$ cat src/rtl/win_accum.sv
// win_accum: multi-channel windowed accumulator.
// Each channel keeps its own running sum and sample count. When a channel
// reaches WIN_LEN accepted samples, its window sum goes into a one-entry
// output slot and the channel restarts from zero.
//
// Optional feature: define WIN_ACCUM_SATURATE_EN to make additions saturate
// at 2^ACC_W-1 and to set the sticky per-channel ovf flags. Without it, sums
// wrap modulo 2^ACC_W and ovf is tied to 0.
//
// Ports:
//   clk, rst_n          clock (rising edge), async active-low reset
//   clr                 sync clear of all channel sums/counts and ovf
//   in_valid/in_ready   sample handshake (in_ready is combinational)
//   in_ch, in_val       target channel and sample value
//   set_val             load in_val instead of adding (fresh window)
//   out_valid/out_ready window sum handshake
//   out_ch, out_sum     channel and sum of the emitted window
//   acc_flat            running sums, channel k at [k*ACC_W +: ACC_W]
//   err                 one-cycle pulse after an out-of-range sample
//   ovf                 per-channel sticky overflow
module win_accum #(
    parameter int unsigned IN_W    = 32,
    parameter int unsigned ACC_W   = 64,
    parameter int unsigned NUM_CH  = 4,
    parameter int unsigned WIN_LEN = 16,
    localparam int unsigned CH_W   = (NUM_CH > 1) ? $clog2(NUM_CH) : 1
) (
    input  logic                     clk,
    input  logic                     rst_n,
    input  logic                     clr,
    input  logic                     in_valid,
    output logic                     in_ready,
    input  logic [CH_W-1:0]          in_ch,
    input  logic [IN_W-1:0]          in_val,
    input  logic                     set_val,
    output logic                     out_valid,
    input  logic                     out_ready,
    output logic [CH_W-1:0]          out_ch,
    output logic [ACC_W-1:0]         out_sum,
    output logic [NUM_CH*ACC_W-1:0]  acc_flat,
    output logic                     err,
    output logic [NUM_CH-1:0]        ovf
);

    localparam int unsigned CNT_W = $clog2(WIN_LEN + 1);
    localparam logic [CNT_W-1:0] WIN_CNT = CNT_W'(WIN_LEN);
    localparam bit CH_POW2 = ((1 << CH_W) == NUM_CH);
`ifdef WIN_ACCUM_SATURATE_EN
    localparam int unsigned EXT_W = ACC_W + 1;
`endif

    typedef enum logic {S_EMPTY, S_FULL} slot_state_e;

    slot_state_e        state_q, state_d;
    logic [ACC_W-1:0]   sum_q [NUM_CH];
    logic [ACC_W-1:0]   sum_d [NUM_CH];
    logic [CNT_W-1:0]   cnt_q [NUM_CH];
    logic [CNT_W-1:0]   cnt_d [NUM_CH];
    logic [CH_W-1:0]    out_ch_q, out_ch_d;
    logic [ACC_W-1:0]   out_sum_q, out_sum_d;
    logic               err_q, err_d;

    logic               accept_c;
    logic               in_range_c;
    logic               close_c;
    logic [ACC_W-1:0]   close_sum_c;
    logic [ACC_W-1:0]   nxt_sum_c;
    logic [CNT_W-1:0]   nxt_cnt_c;
`ifdef WIN_ACCUM_SATURATE_EN
    logic [NUM_CH-1:0]  ovf_q, ovf_d;
    logic [EXT_W-1:0]   add_ext_c;
`endif

    // Channel range check only matters when NUM_CH is not a power of two.
    generate
        if (CH_POW2) begin : g_range_full
            assign in_range_c = 1'b1;
        end else begin : g_range_chk
            assign in_range_c = (32'(in_ch) < NUM_CH);
        end
    endgenerate

    assign out_valid = (state_q == S_FULL);
    assign in_ready  = !clr && (!out_valid || out_ready);
    assign accept_c  = in_valid && in_ready;

    // Per-channel sum/count update and window-close detection.
    always_comb begin
        close_c     = 1'b0;
        close_sum_c = '0;
        nxt_sum_c   = '0;
        nxt_cnt_c   = '0;
        err_d       = accept_c && !in_range_c;
`ifdef WIN_ACCUM_SATURATE_EN
        ovf_d       = ovf_q;
        add_ext_c   = '0;
`endif
        for (int k = 0; k < NUM_CH; k++) begin
            sum_d[k] = sum_q[k];
            cnt_d[k] = cnt_q[k];
            if (clr) begin
                sum_d[k] = '0;
                cnt_d[k] = '0;
`ifdef WIN_ACCUM_SATURATE_EN
                ovf_d[k] = 1'b0;
`endif
            end else if (accept_c && in_range_c && (in_ch == CH_W'(k))) begin
                if (set_val) begin
                    nxt_sum_c = ACC_W'(in_val);
                    nxt_cnt_c = CNT_W'(1);
                end else begin
`ifdef WIN_ACCUM_SATURATE_EN
                    add_ext_c = {1'b0, sum_q[k]} + EXT_W'(in_val);
                    if (add_ext_c[ACC_W]) begin
                        nxt_sum_c = '1;
                        ovf_d[k]  = 1'b1;
                    end else begin
                        nxt_sum_c = add_ext_c[ACC_W-1:0];
                    end
`else
                    nxt_sum_c = sum_q[k] + ACC_W'(in_val);
`endif
                    nxt_cnt_c = cnt_q[k] + CNT_W'(1);
                end
                if (nxt_cnt_c == WIN_CNT) begin
                    close_c     = 1'b1;
                    close_sum_c = nxt_sum_c;
                    sum_d[k]    = '0;
                    cnt_d[k]    = '0;
`ifdef WIN_ACCUM_SATURATE_EN
                    ovf_d[k]    = 1'b0;
`endif
                end else begin
                    sum_d[k] = nxt_sum_c;
                    cnt_d[k] = nxt_cnt_c;
                end
            end
        end
    end

    // Output slot: a close always loads; a full slot empties on out_ready.
    always_comb begin
        state_d   = state_q;
        out_ch_d  = out_ch_q;
        out_sum_d = out_sum_q;
        case (state_q)
            S_EMPTY: begin
                if (close_c) begin
                    state_d   = S_FULL;
                    out_ch_d  = in_ch;
                    out_sum_d = close_sum_c;
                end
            end
            S_FULL: begin
                if (close_c) begin
                    out_ch_d  = in_ch;
                    out_sum_d = close_sum_c;
                end else if (out_ready) begin
                    state_d = S_EMPTY;
                end
            end
            default: state_d = S_EMPTY;
        endcase
    end

    // State registers.
    always_ff @(posedge clk or negedge rst_n) begin
        if (!rst_n) begin
            state_q   <= S_EMPTY;
            out_ch_q  <= '0;
            out_sum_q <= '0;
            err_q     <= 1'b0;
            for (int k = 0; k < NUM_CH; k++) begin
                sum_q[k] <= '0;
                cnt_q[k] <= '0;
            end
        end else begin
            state_q   <= state_d;
            out_ch_q  <= out_ch_d;
            out_sum_q <= out_sum_d;
            err_q     <= err_d;
            for (int k = 0; k < NUM_CH; k++) begin
                sum_q[k] <= sum_d[k];
                cnt_q[k] <= cnt_d[k];
            end
        end
    end

`ifdef WIN_ACCUM_SATURATE_EN
    always_ff @(posedge clk or negedge rst_n) begin
        if (!rst_n) begin
            ovf_q <= '0;
        end else begin
            ovf_q <= ovf_d;
        end
    end
    assign ovf = ovf_q;
`else
    assign ovf = '0;
`endif

    generate
        for (genvar g = 0; g < NUM_CH; g++) begin : g_flat
            assign acc_flat[g*ACC_W +: ACC_W] = sum_q[g];
        end
    endgenerate

    assign out_ch  = out_ch_q;
    assign out_sum = out_sum_q;
    assign err     = err_q;

endmodule

$ cat config.mk
export PLATFORM = sky130hd
export DESIGN_NAME = win_accum
export DESIGN_NICKNAME = d
export VERILOG_FILES = /design/src/rtl/win_accum.sv
export SDC_FILE = /design/constraint.sdc
export NUM_CORES = 1
export LEC_CHECK = 0
export CAP_MARGIN = 20
export CELL_PAD_IN_SITES_DETAIL_PLACEMENT = 0
export CELL_PAD_IN_SITES_GLOBAL_PLACEMENT = 1
export CORE_MARGIN = 3
export CORE_UTILIZATION = 40
export DETAILED_ROUTE_END_ITERATION = 8
export GPL_ROUTABILITY_DRIVEN = 1
export GPL_TIMING_DRIVEN = 0
export PLACE_DENSITY_LB_ADDON = 0.1
export SYNTH_ARGS = -nofsm -noshare
export SYNTH_HDL_FRONTEND = slang
export SYNTH_SLANG_ARGS = --single-unit
$ cat constraint.sdc
create_clock -name clk -period 3.9 [get_ports clk]
set_clock_uncertainty 0.15 [all_clocks]
set_input_delay 0.39 -clock clk [delete_from_list [all_inputs] [get_ports clk]]
set_output_delay 0.39 -clock clk [all_outputs]
set_load 0.005 [all_outputs]
==> results.yml, run 1 <==
run_status:
  status: "finished, violations left"
  violations: "negative setup slack"
min_path:
  hold_class: "input pin to async pin"
timing:
  drv_slew: 0
  relSlewSlack: 0.161
  post-route-period-util: 1.02
  fmax_ghz: 0.251
  whs_ps: 163
  grt_setup_unrepaired: "true"
  hold_viol: 0
  worst_slew_pin_slew_ps: 1260
  setup_slack_ps: -82.7
  finalCriticalPeriod_ps: 3980
  setup_viol: 4
yosys:
  syn_inst: 3185
  ys.flop_type: "dfrtp_1"
  syn-cell-area_sq_um: 26100
  ys_seq_elements: 343
  ys.warnings.count: 0
  syn_area_per_cell_sq_um: 8.21
  async_flop_share: 1.00
  ys_seq_area_frac: 0.328
  synth.distinct_cells: 97
  synth_edf_count: 0
clock_network:
  clk_pin_slew_ps: 60
  cts_buffers: 45
  clock_sinks: 343
  h-tree-depth: 2
  root_buffer: "clkbuf_16"
  clockBufferDepth: 3
  insertion_delay_ps: 620
  tritoncts: "yes"
drt:
  dr.pass1.iters: 6
  drt_wl_total_um: 136000
  dr_total_vias: 29200
  dr.first_iter.drc_count: 3299
  avgRoutedWirePerCell_um: 30.1
  drtAntennaViolNets: 0
  viasPerCell: 6.47
  drc_errors: 0
grt:
  antenna_found_initial: 2
  grt_util_all_layers: 0.384
  gr-total-overflow: 0
  grt_pass1_vias: 27914
  grt_pass1_wl_um: 192000
  grt_max_degree: 106
worst_setup_path:
  critPathMaxStageDelay_ps: 920
  critPathRequiredTime_ps: 4280
  crit_top_cell: "clkbuf_1"
  worst_path_max_delay_cell: "clkdlybuf4s15_1"
  worst_setup_path_start_kind: "input pin"
  crit_chain: "clkbuf_1 -> inv_1 -> clkdlybuf4s15_1 -> clkbuf_1 -> buf_1 -> a21boi_0 -> o21ai_0"
  critical_path_class: "input pin to flip-flop"
  r2r_start: "out_valid"
  path_max_fanout: 11
  crit_start: "set_val"
  arrival_ps: 4360
  end_kind: "flip-flop"
  reg2reg_slack_ps: -10
power:
  total_leakage_power_nw: 14.2
  power_density_nw_per_um2: 296
  ir_drop_uv: 302
placed_design:
  gpl.final_weighted_congestion: 0.996
  io_buffers: 361
  hpwl_um: 108000
  placed_cells: 4411
  dpl_cell_area_sq_um: 31000
layout:
  final_common_cell: "nand2_1"
  syn_to_final_growth_pct: 27.3
  fillers: 6254
  fin_cells: 4516
  ff_latch_area_sq_um: 8580
  finish.utilization: 0.515
  design_area_sq_um: 33300
  layout_common_cells: "nand2_1 (389), o21ai_0 (384), dfrtp_1 (343)"
  multiInputGateArea_sq_um: 17100
  drive_above_1_share: 0.0790
  nets: 3797
floorplan:
  dieArea_sq_um: 68500
  chipWidth_um: 262
  die_h_um: 262
  initial_core_util: 0.405
  rows: 93
  coreArea_sq_um: 64600
  pin_count: 369
flow_run:
  drv_cap: 0
[worst paths after layout]
kind,depth (start not counted),endpoint
worst max register to register,10,out_sum[37]
min in group clk,4,cnt_q[13]
worst min-delay path,2,acc_flat[132]
max in group asynchronous,3,acc_flat[52]
worst max-delay path,7,acc_flat[147]
worst min register to register,2,out_sum[1]
[logic make-up after synthesis]
kind of cell / share of synthesized area
simple gates: 0.182
other cells: 0.000143
xor+xnor: 0.0790
buf+inv: 0.0399
compound gates: 0.303
fa+ha+maj: 0.0662
mux: 0.00230
flops: 0.328
[power by group]
group          total [W]  internal (W)  switching, W
registers        0.00369       0.00361     0.0000728
logic            0.00173      0.000559       0.00117
clock network    0.00444       0.00256       0.00188
[area by class of cell]
cell class / count / share of cell area
Inverter: 49 / 0.00553
Buffer: 201 / 0.0267
Sequential cell: 343 / 0.258
Timing Repair Buffer: 389 / 0.117
Tap cell: 855 / 0.0321
Clock inverter: 25 / 0.00906
Antenna cell: 5 / 0.000376
Multi-Input combinational cell: 2592 / 0.513
Clock buffer: 57 / 0.0376
[synthesized netlist by cell type, drive strengths merged (9+ instances only)]
master | n | area, sq um
nor2b | 17 | 106
nand2 | 393 | 1480
o22ai | 29 | 181
a31oi | 21 | 131
clkbuf | 146 | 551
nand3 | 82 | 420
a211oi | 43 | 328
o41ai | 9 | 78.8
nor3b | 9 | 72.6
nor2 | 218 | 821
nand2b | 31 | 194
and3 | 60 | 375
o31ai | 56 | 425
a21boi | 32 | 240
and2 | 22 | 139
ha | 132 | 1650
o21a | 32 | 240
nand4 | 56 | 357
o21ai | 396 | 1980
dfrtp | 343 | 8580
nor3 | 35 | 190
o221ai | 29 | 254
or3 | 14 | 87.6
a21oi | 237 | 1200
a21o | 77 | 578
and4 | 17 | 151
xnor2 | 132 | 1160
a2111oi | 10 | 138
inv | 49 | 184
xor2 | 104 | 911
a22o | 72 | 631
o211ai | 21 | 163
o2111ai | 9 | 78.8
o21bai | 20 | 150
nor4 | 22 | 184
buf | 59 | 309
a221oi | 40 | 375
[routing by layer]
| metal | vias up | track usage | routed length (um) |
|---|---|---|---|
| met5 | - | 0 | 16 |
| met4 | 2 | 0.265 | 10600 |
| met3 | 426 | 0.0819 | 11800 |
| met2 | 1704 | 0.605 | 61500 |
| met1 | 14382 | 0.472 | 51900 |
| li1 | 12686 | - | - |
[state kept, by name, summed over array words and instances, names as in the netlist]
register,flops
acc_flat,256
out_valid,1
out_sum,64
cnt_q,20
out_ch,2
[what timing repair did]
action                                 CTS  global route
pin swaps                                5            26
hold buffers                             1             0
resized for setup                       72            96
setup buffers                            5            14
endpoints found under the hold margin   70             0
setup endpoints to repair              143           147
[per-stage QoR]
stage          setup WS (ps)  total power, W   TNS, ps
6_report               -82.7         0.00985      -246
3_5_place_dp           -1610         0.00541   -157870
5_1_grt                -28.8          0.0101     -42.5
4_1_cts                 4.60         0.00981         0
3_3_place_gp          -13800         0.00539  -4866450
2_1_floorplan            470         0.00461         0
[worst max-delay path, delay by kind of cell]
kind	cells	cell delay [ps]
AO/OA/AOI/OAI	2	820
buffers and inverters	5	3110
Power figures use the tool's default switching activity.
==> inputs of run 2 (changes only) <==
==> constraint.sdc (replaced) <==
create_clock -name clk -period 3.9 [get_ports clk]
set_clock_uncertainty 0.15 [all_clocks]
set_input_delay 0.39 -clock clk [delete_from_list [all_inputs] [get_ports clk]]
set_output_delay 0.39 -clock clk [all_outputs]
set_load 0.02 [all_outputs]
==> results of run 2 <==
Same layout as run 1 (identical final DEF). Status: finished, violations left: negative setup slack.
Among the figures that moved: total power 0.00985 W -> 0.00992 W
